`src/rtl/mod_arith_pkg.sv`:
```
// mod_arith_pkg: shared operation encoding and modulus constants
// for the modular arithmetic datapath.
package mod_arith_pkg;

    typedef enum logic {
        MOD_OP_ADD = 1'b0,
        MOD_OP_SUB = 1'b1
    } mod_op_e;

    localparam int          Q_W_DEFAULT = 23;
    localparam logic [22:0] Q_DILITHIUM = 23'd8380417;

endpackage

```
`src/rtl/subtractor_n.sv`:
```
// subtractor_n: nb_bit-wide subtractor with explicit borrow out.
// diff_o = a_i - b_i mod 2^nb_bit; borrow_o set when a_i < b_i.
module subtractor_n #(
    parameter int nb_bit = 8
) (
    input  logic [nb_bit-1:0] a_i,
    input  logic [nb_bit-1:0] b_i,
    output logic [nb_bit-1:0] diff_o,
    output logic              borrow_o
);

    logic [nb_bit:0] full;

    assign full     = {1'b0, a_i} - {1'b0, b_i};
    assign diff_o   = full[nb_bit-1:0];
    assign borrow_o = full[nb_bit];

endmodule

```
`src/rtl/mod_addsub_pipe.sv`:
```
// mod_addsub_pipe: 2-stage modular add/sub, c = (a +/- b) mod q.
// Define MOD_ADDSUB_RANGE_CHK_EN to flag operands outside [0, q) on err_o.
module mod_addsub_pipe
    import mod_arith_pkg::*;
#(
    parameter int W     = Q_W_DEFAULT,
    parameter int TAG_W = 4
) (
    input  logic             clk_i,
    input  logic             rst_i,
    input  logic             valid_i,
    output logic             ready_o,
    input  mod_op_e          op_i,
    input  logic [W-1:0]     a_i,
    input  logic [W-1:0]     b_i,
    input  logic [W-1:0]     q_i,
    input  logic [TAG_W-1:0] tag_i,
    output logic             valid_o,
    input  logic             ready_i,
    output logic [W-1:0]     c_o,
    output logic [TAG_W-1:0] tag_o,
    output logic             err_o
);

    logic             s1_valid_q, s1_valid_d;
    logic [W:0]       s1_raw_q, s1_raw_d;
    logic [W-1:0]     s1_mod_q, s1_mod_d;
    mod_op_e          s1_op_q, s1_op_d;
    logic [TAG_W-1:0] s1_tag_q, s1_tag_d;

    logic             s2_valid_q, s2_valid_d;
    logic [W-1:0]     s2_c_q, s2_c_d;
    logic [TAG_W-1:0] s2_tag_q, s2_tag_d;

    logic             s1_en;
    logic             s2_en;
    logic [W:0]       raw_sum;
    logic [W:0]       raw_dif;
    logic [W:0]       cmp_diff;
    logic             cmp_borrow;
    logic             cmp_diff_unused;
    logic [W-1:0]     add_res;
    logic [W-1:0]     sub_res;

`ifdef MOD_ADDSUB_RANGE_CHK_EN
    logic s1_viol_q, s1_viol_d;
    logic s2_err_q, s2_err_d;
`endif

    assign s2_en   = !s2_valid_q || ready_i;
    assign s1_en   = !s1_valid_q || s2_en;
    assign ready_o = s1_en;

    assign raw_sum = {1'b0, a_i} + {1'b0, b_i};
    assign raw_dif = {1'b0, a_i} - {1'b0, b_i};

    always_comb begin
        s1_valid_d = s1_valid_q;
        s1_raw_d   = s1_raw_q;
        s1_mod_d   = s1_mod_q;
        s1_op_d    = s1_op_q;
        s1_tag_d   = s1_tag_q;
        if (s1_en) begin
            s1_valid_d = valid_i;
            if (valid_i) begin
                s1_raw_d = (op_i == MOD_OP_SUB) ? raw_dif : raw_sum;
                s1_mod_d = q_i;
                s1_op_d  = op_i;
                s1_tag_d = tag_i;
            end
        end
    end

    // raw - q decides the add correction; its borrow means raw < q
    subtractor_n #(
        .nb_bit (W + 1)
    ) u_cmp (
        .a_i      (s1_raw_q),
        .b_i      ({1'b0, s1_mod_q}),
        .diff_o   (cmp_diff),
        .borrow_o (cmp_borrow)
    );

    assign cmp_diff_unused = cmp_diff[W];

    always_comb begin
        add_res = cmp_borrow ? s1_raw_q[W-1:0] : cmp_diff[W-1:0];
        sub_res = s1_raw_q[W] ? (s1_raw_q[W-1:0] + s1_mod_q)
                              : s1_raw_q[W-1:0];
    end

    always_comb begin
        s2_valid_d = s2_valid_q;
        s2_c_d     = s2_c_q;
        s2_tag_d   = s2_tag_q;
        if (s2_en) begin
            s2_valid_d = s1_valid_q;
            if (s1_valid_q) begin
                s2_c_d   = (s1_op_q == MOD_OP_SUB) ? sub_res : add_res;
                s2_tag_d = s1_tag_q;
            end
        end
    end

    always_ff @(posedge clk_i) begin
        if (rst_i) begin
            s1_valid_q <= 1'b0;
            s1_raw_q   <= '0;
            s1_mod_q   <= '0;
            s1_op_q    <= MOD_OP_ADD;
            s1_tag_q   <= '0;
            s2_valid_q <= 1'b0;
            s2_c_q     <= '0;
            s2_tag_q   <= '0;
        end else begin
            s1_valid_q <= s1_valid_d;
            s1_raw_q   <= s1_raw_d;
            s1_mod_q   <= s1_mod_d;
            s1_op_q    <= s1_op_d;
            s1_tag_q   <= s1_tag_d;
            s2_valid_q <= s2_valid_d;
            s2_c_q     <= s2_c_d;
            s2_tag_q   <= s2_tag_d;
        end
    end

`ifdef MOD_ADDSUB_RANGE_CHK_EN
    always_comb begin
        s1_viol_d = s1_viol_q;
        s2_err_d  = s2_err_q;
        if (s1_en && valid_i) begin
            s1_viol_d = (a_i >= q_i) || (b_i >= q_i);
        end
        if (s2_en && s1_valid_q) begin
            s2_err_d = s1_viol_q;
        end
    end

    always_ff @(posedge clk_i) begin
        if (rst_i) begin
            s1_viol_q <= 1'b0;
            s2_err_q  <= 1'b0;
        end else begin
            s1_viol_q <= s1_viol_d;
            s2_err_q  <= s2_err_d;
        end
    end

    assign err_o = s2_err_q;
`else
    assign err_o = 1'b0;
`endif

    assign valid_o = s2_valid_q;
    assign c_o     = s2_c_q;
    assign tag_o   = s2_tag_q;

endmodule
```
`config.mk`:
```
export PLATFORM = sky130hd
export DESIGN_NAME = mod_addsub_pipe
export DESIGN_NICKNAME = d
export VERILOG_FILES = /design/src/rtl/mod_arith_pkg.sv /design/src/rtl/subtractor_n.sv /design/src/rtl/mod_addsub_pipe.sv
export SDC_FILE = /design/constraint.sdc
export NUM_CORES = 1
export LEC_CHECK = 0
export CAP_MARGIN = 5
export CORE_MARGIN = 3
export CORE_UTILIZATION = 51
export DETAILED_ROUTE_END_ITERATION = 8
export HOLD_SLACK_MARGIN = 0.15
export MAX_ROUTING_LAYER = met4
export PLACE_DENSITY = 0.9
export REMOVE_ABC_BUFFERS = 1
export SLEW_MARGIN = 20
export SYNTH_ARGS = -nofsm -noshare
export SYNTH_HDL_FRONTEND = slang
export SYNTH_SLANG_ARGS = --single-unit
```
`constraint.sdc`:
```
create_clock -name clk_i -period 4.13 [get_ports clk_i]
set_input_delay 0.826 -clock clk_i [delete_from_list [all_inputs] [get_ports clk_i]]
set_output_delay 0.826 -clock clk_i [all_outputs]
set_load 0.01 [all_outputs]
```
==> results of run 1 <==
-- routing by layer --
layer / track usage, % / vias to the layer above
li1: - / 3900
met1: 34.25 / 3604
met2: 43.72 / 286
met3: 4.283 / 48
met4: 9.590 / 0
met5: - / -
-- power breakdown --
group	internal, mW	total [mW]	switching (mW)
combinational	0.787	1.67	0.884
clock	0.414	0.770	0.356
sequential	0.856	0.944	0.0882
-- path summary, 6_finish.rpt --
kind / to / slack, ps / cells after the start / start
hold reg to reg: tag_o[1] / 450 / 2 / s1_tag_q[1]
hold / removal: tag_o[1] / 450 / 2 / s1_tag_q[1]
setup reg to reg: c_o[22] / 770 / 12 / s1_raw_q[0]
setup / recovery: s1_raw_q[22] / 140 / 21 / b_i[4]
-- cell families (layout without fill, tap and decap cells) --
logic type,count (synthesis),in the layout
flip-flops,81,81
AO/OA/AOI/OAI,317,317
other,1,1
multiplexers,8,8
buffers and inverters,122,293
XOR/XNOR,75,75
AND/OR/NAND/NOR,348,348
adder cells (fa/ha/maj),73,73
-- registers in the layout, indices dropped and copies added, names as in the netlist --
signal and count:
s1_raw_q 24, tag_o 4, c_o 23, s1_op_q 1, s1_tag_q 4, s1_valid_q 1, s1_mod_q 23, valid_o 1
-- area by class of cell --
type                            instances  area [um^2]
Sequential cell                        81         1622
Timing Repair Buffer                  211         1859
Multi-Input combinational cell        822         5390
Clock inverter                          6        50.05
Inverter                               66        247.7
Fill cell                            1145         4365
Clock buffer                           10        229.0
Tap cell                              180        225.2
-- repair_timing --
item,CTS,global route
setup endpoints to repair,6,7
setup buffers,5,2
gates resized for setup,19,25
hold endpoints to repair,0,0
pin swaps,13,13
-- critical path: stages --
cell and delay, ps:
dlygate4sd2_1 260, nor3_4 170, nand2b_4 70, or3_4 360, nor4_4 170, nand2b_1 170, nor2b_2 200, buf_4 140
buf_4 100, buf_4 120, a21oi_1 70, xnor2_1 150, ha_1 350, buf_6 150, a21o_1 150, nand2_1 60
a21o_1 200, buf_6 120, nor2_1 30, o21ai_1 190, a41oi_2 130
-- cells in the final DEF, fill, tap and decap left out, types with 17 or more instances in the layout --
cell             synthesis  final
a21oi_1                123    120
a21o_1                  21     21
nor2_1                 110    108
clkdlybuf4s50_1          0    101
xnor2_1                 60     60
ha_1                    70     70
nand2_1                137    136
nand2b_1                18     17
dfxtp_1                 81     81
inv_1                   65     65
a211oi_1                31     31
nor3_1                  21     20
buf_4                    2    101
o21ai_0                 47     43
==> out/metrics.cfg, run 1 <==
[cells_and_area]
stdcell_area_um2=9623
fin_util_pct=68.79
area_delta_synth_final_pct=31.11
fin_cells=1376
fin_nets=1342
diodes=0
drive_above_1_share_pct=14.21

[global_route]
grt_max_degree=67
grtUsageTotal_pct=27.00
overflow=0
grt_antenna_before_repair=0
grt_pass1_vias=7301
grt_first_pass_wirelength_mm=34.68

[logic_synthesis]
synth_simple_gate_area_share_pct=20.66
muxShareOfSynthArea_pct=1.125
synth_top_family_by_area=compound AO/OA/AOI/OAI gates
synth_area_leaders=dfxtp_1 22%, ha_1 12%, a21oi_1 8.4%
yosys-top-cells-count=137 x nand2_1, 123 x a21oi_1, 110 x nor2_1, 81 x dfxtp_1, 70 x ha_1
synthAdderAreaFrac_pct=12.75
post_synth_num_cell_types=68
synth.yosys.seq_area_share_pct=22.09
synth_compound_gate_area_share_pct=27.80
synth-warning-count=0
async_flop_share_pct=0
synth.most_common_cell=nand2_1
yosysTopAreaCell=dfxtp_1
avgSynthCellArea_um2=7.161
synth_seq_cells=81
syn_inst=1025
syn-cell-area_um2=7340
synth-edff-count=0
yosysTopAreaCellShare_pct=22.09
synth-xor-area-share_pct=8.950
ys.flop_type=dfxtp_1

[sta]
finalSetupViolCount=0
skew_ps=11.72
fin_crit_sh_pct=96.55
max_freq_ghz=0.2508
worstMarginPinSlew_ps=730.1
fin_ws_ps=142.7
drv_slew=0
hold_viol=0
min_period_ps=3987
tns_ps=0
relSlewSlack_pct=50.07
rsz0062_at_grt=true
holdWs_ps=453.2

[min_path]
min_path_type=reg2reg

[route]
drtIter0Drc=718
totalWireLength_mm=21.48
wl_met3_mm=1.488
detail-route-antenna-nets=0
vias_per_cell=5.696
wl_met2_mm=10.09
m1WireLength_mm=9.307
vias=7838
firstDrtPassIters=5
drc_errors=0
highest_layer=met4
wl_per_cell_um=15.61

[clocking]
cts_num_sinks=81
cts_buffer_depth=2
ctsHoldBuffers=0
clk_pin_slew_ps=70
cts_buffers=9
cts_tree=yes
htreeDepth=3
worstSkewPairLatency_ps=350
root_buffer=clkbuf_16

[pwr]
total_power_mw=3.386
ir_drop_v=0.0002286
power_density_nw_per_um2=351.8
leakagePower_nw=4.015

[worst_setup_path]
cp-start-kind=primary input
end_kind=flop
worstPathMaxFanout=5
worstPathRequired_ps=4330
cp.arrival_ps=4190
crit_type=in2reg

[floorplanning]
die_y_um=126.0
core_area_um2=13990
rows=43
io_pins=108
dieArea_um2=15870
initial_core_util_pct=52.47
die_w_um=126.0

[place]
postPlaceCellArea_um2=9140
dp_slack_ps=-664.2
dp_hpwl_mm=16.24
place.gp.congestion=0.9569
dp.cells=1353
numPortBuffers=106

[status]
outcome=complete, no violations

[run]
max-cap-violations=0

Power figures use the tool's default switching activity.
==> run 2: changes to the inputs <==
--- a/config.mk
+++ b/config.mk
@@ -13,7 +13,6 @@
 export MAX_ROUTING_LAYER = met4
 export PLACE_DENSITY = 0.9
 export REMOVE_ABC_BUFFERS = 1
-export SLEW_MARGIN = 20
 export SYNTH_ARGS = -nofsm -noshare
 export SYNTH_HDL_FRONTEND = slang
 export SYNTH_SLANG_ARGS = --single-unit
==> results of run 2 <==
Same layout as run 1: the final DEF is identical, and so are final timing and power.
==> run 3: changes to the inputs <==
--- a/config.mk
+++ b/config.mk
@@ -7,11 +7,12 @@
 export LEC_CHECK = 0
 export CAP_MARGIN = 5
 export CORE_MARGIN = 3
-export CORE_UTILIZATION = 51
+export CORE_UTILIZATION = 65
 export DETAILED_ROUTE_END_ITERATION = 8
+export DONT_BUFFER_PORTS = 1
 export HOLD_SLACK_MARGIN = 0.15
 export MAX_ROUTING_LAYER = met4
-export PLACE_DENSITY = 0.9
+export PLACE_DENSITY = 0.92
 export REMOVE_ABC_BUFFERS = 1
 export SYNTH_ARGS = -nofsm -noshare
 export SYNTH_HDL_FRONTEND = slang
==> constraint.sdc (replaced) <==
create_clock -name clk_i -period 4.94 [get_ports clk_i]
set_input_delay 0.988 -clock clk_i [delete_from_list [all_inputs] [get_ports clk_i]]
set_output_delay 0.988 -clock clk_i [all_outputs]
set_load 0.01 [all_outputs]
==> out/metrics.cfg, run 3 (synthesis results as in run 1) <==
[min_path]
min-delay-start=s1_tag_q[3]
min_delay_path_depth=2  ; unchanged
min_path_type=reg2reg
min_to=tag_o[3]

[clocking]
clk_pin_slew_ps=60  ; about the same
cts_buffer_depth=2  ; unchanged
cts_setup_buffers=0  ; -5
cts_num_sinks=81  ; unchanged
worstSkewPairLatency_ps=350  ; about the same
cts_tree=yes
root_buffer=clkbuf_16
htreeDepth=3  ; unchanged
cts_buffers=9  ; unchanged

[route]
wl_per_cell_um=16.36  ; +4.8%
detail-route-antenna-nets=0  ; unchanged
vias_per_cell=6.172  ; +8.4%
drtIter0Drc=458  ; -36%
drc_errors=0  ; unchanged
vias=6993  ; -11%
firstDrtPassIters=5  ; unchanged
totalWireLength_mm=18.53  ; -14%

[cells_and_area]
top_register=s1_raw_q
final_common_cell=nand2_1
largest_reg_flops=24  ; unchanged
diodes=0  ; unchanged
fin_nets=1139  ; -15%
drive_above_1_share_pct=4.935  ; -9.3 points
fin_cells=1133  ; -18%
area_delta_synth_final_pct=4.006
final_cell_mix=137 x nand2_1, 122 x a21oi_1, 110 x nor2_1

[worst_setup_path]
reg2reg_from=s1_raw_q[3]
worstPathMaxFanout=5  ; unchanged
end_kind=flop
cp-start-kind=primary input
ff2ff_path_depth=11  ; -1
worstPathRequired_ps=5170  ; +840 ps
rr_endpoint=c_o[9]
crit_type=in2reg
cp.arrival_ps=4600  ; +410 ps
ff2ff_setup_slack_ps=1430  ; +660 ps

[place]
dp_slack_ps=96.44  ; +760.6 ps
place.gp.congestion=0.9677  ; +1.1%
numPortBuffers=0  ; -100%
dp.cells=1117  ; -17%
dp_hpwl_mm=13.75  ; -15%

[floorplanning]
initial_core_util_pct=67.12  ; +15 points
die_y_um=112.3  ; -11%
rows=38  ; -12%
die_w_um=112.3  ; -11%
core_area_um2=10940  ; -22%
dieArea_um2=12600  ; -21%
io_pins=108  ; unchanged

[global_route]
grt_pass1_vias=6525  ; -11%
grt_max_degree=68  ; +1.5%
grt_first_pass_wirelength_mm=31.06  ; -10%
grtUsageTotal_pct=30.37  ; +3.4 points
grt_antenna_before_repair=0  ; unchanged
overflow=0  ; unchanged

[pwr]
leakagePower_nw=3.099  ; -23%
power_density_nw_per_um2=333.2  ; -5.3%
ir_drop_v=0.0002022  ; -12%
total_power_mw=2.544  ; -25%

[sta]
finalSetupViolCount=0  ; unchanged
tns_ps=0  ; unchanged
fin_ws_ps=564.4  ; +421.7 ps
skew_ps=10.08  ; -1.633 ps
holdWs_ps=453.1  ; -0.1330 ps
fin_crit_sh_pct=88.58
worstMarginPinSlew_ps=1063  ; +333.1 ps
hold_viol=0  ; unchanged
drv_slew=0  ; unchanged
min_period_ps=4376
max_freq_ghz=0.2285
relSlewSlack_pct=29.12  ; -21 points

[status]
outcome=complete, no violations

[run]
max-cap-violations=0  ; unchanged

[run 3: repair_timing]
| action | CTS | global route |
|---|---|---|
| hold buffers | 0 | 0 |
| resized for setup | 0 | 2 |
| setup endpoints to repair | 0 | 1 |
| hold endpoints to repair | 0 | 0 |
[run 3: final cells by class]
cell class | count | area, um^2
Sequential cell | 81 | 1622
Inverter | 66 | 247.7
Clock inverter | 7 | 52.55
Timing Repair Buffer | 8 | 60.06
Fill cell | 911 | 3302
Tap cell | 140 | 175.2
Clock buffer | 9 | 225.2
Multi-Input combinational cell | 822 | 5251
[run 3: worst max-delay path by stage]
stage                      start      endpoint  slack (ps)  depth (start not counted)
final                     b_i[5]  s1_raw_q[20]         560                         18
after global routing      b_i[5]  s1_raw_q[20]         -10                         18
after CTS                 b_i[5]  s1_raw_q[20]         430                         18
after detailed placement  b_i[5]  s1_raw_q[20]         100                         18
after global placement    b_i[5]  s1_raw_q[20]         300                         18
after floorplan           b_i[5]  s1_raw_q[20]         390                         18
[run 3: routing by layer]
metal  track usage, %  share of wire (%)  wire, um
met4            9.054                1.9       352
met5                -                  0         0
met3            5.660                8.9      1652
met1            40.76                 45      8340
met2            46.80                 44      8187
[run 3: where the power goes]
group	internal [mW]	switching (mW)	total (mW)
Combinational	0.461	0.644	1.11
Clock	0.344	0.295	0.639
Sequential	0.716	0.0832	0.799
Total	1.52	1.02	2.54
[run 3: critical path, cell delays in order]
cell and delay (ps):
nor3_1 240, nand2b_1 150, or3_1 400, nor4_2 230, nand2b_1 140, nor2b_1 160, a21oi_1 100, xnor2_1 130
ha_1 360, a21oi_2 230, o21ai_0 120, a21oi_1 140, o21ai_0 90, a221oi_1 410, nor2b_1 90, o21ai_1 140
a2111oi_0 130, a311o_1 350
[run 3: through the flow]
step | instance area, um^2 | util, %
6_report | 7634 | 69.81
4_1_cts | 7624 | 69.71
2_1_floorplan | 7106 | -
3_5_place_dp | 7346 | 67.17
3_3_place_gp | 7346 | 67.17
5_1_grt | 7634 | 69.81
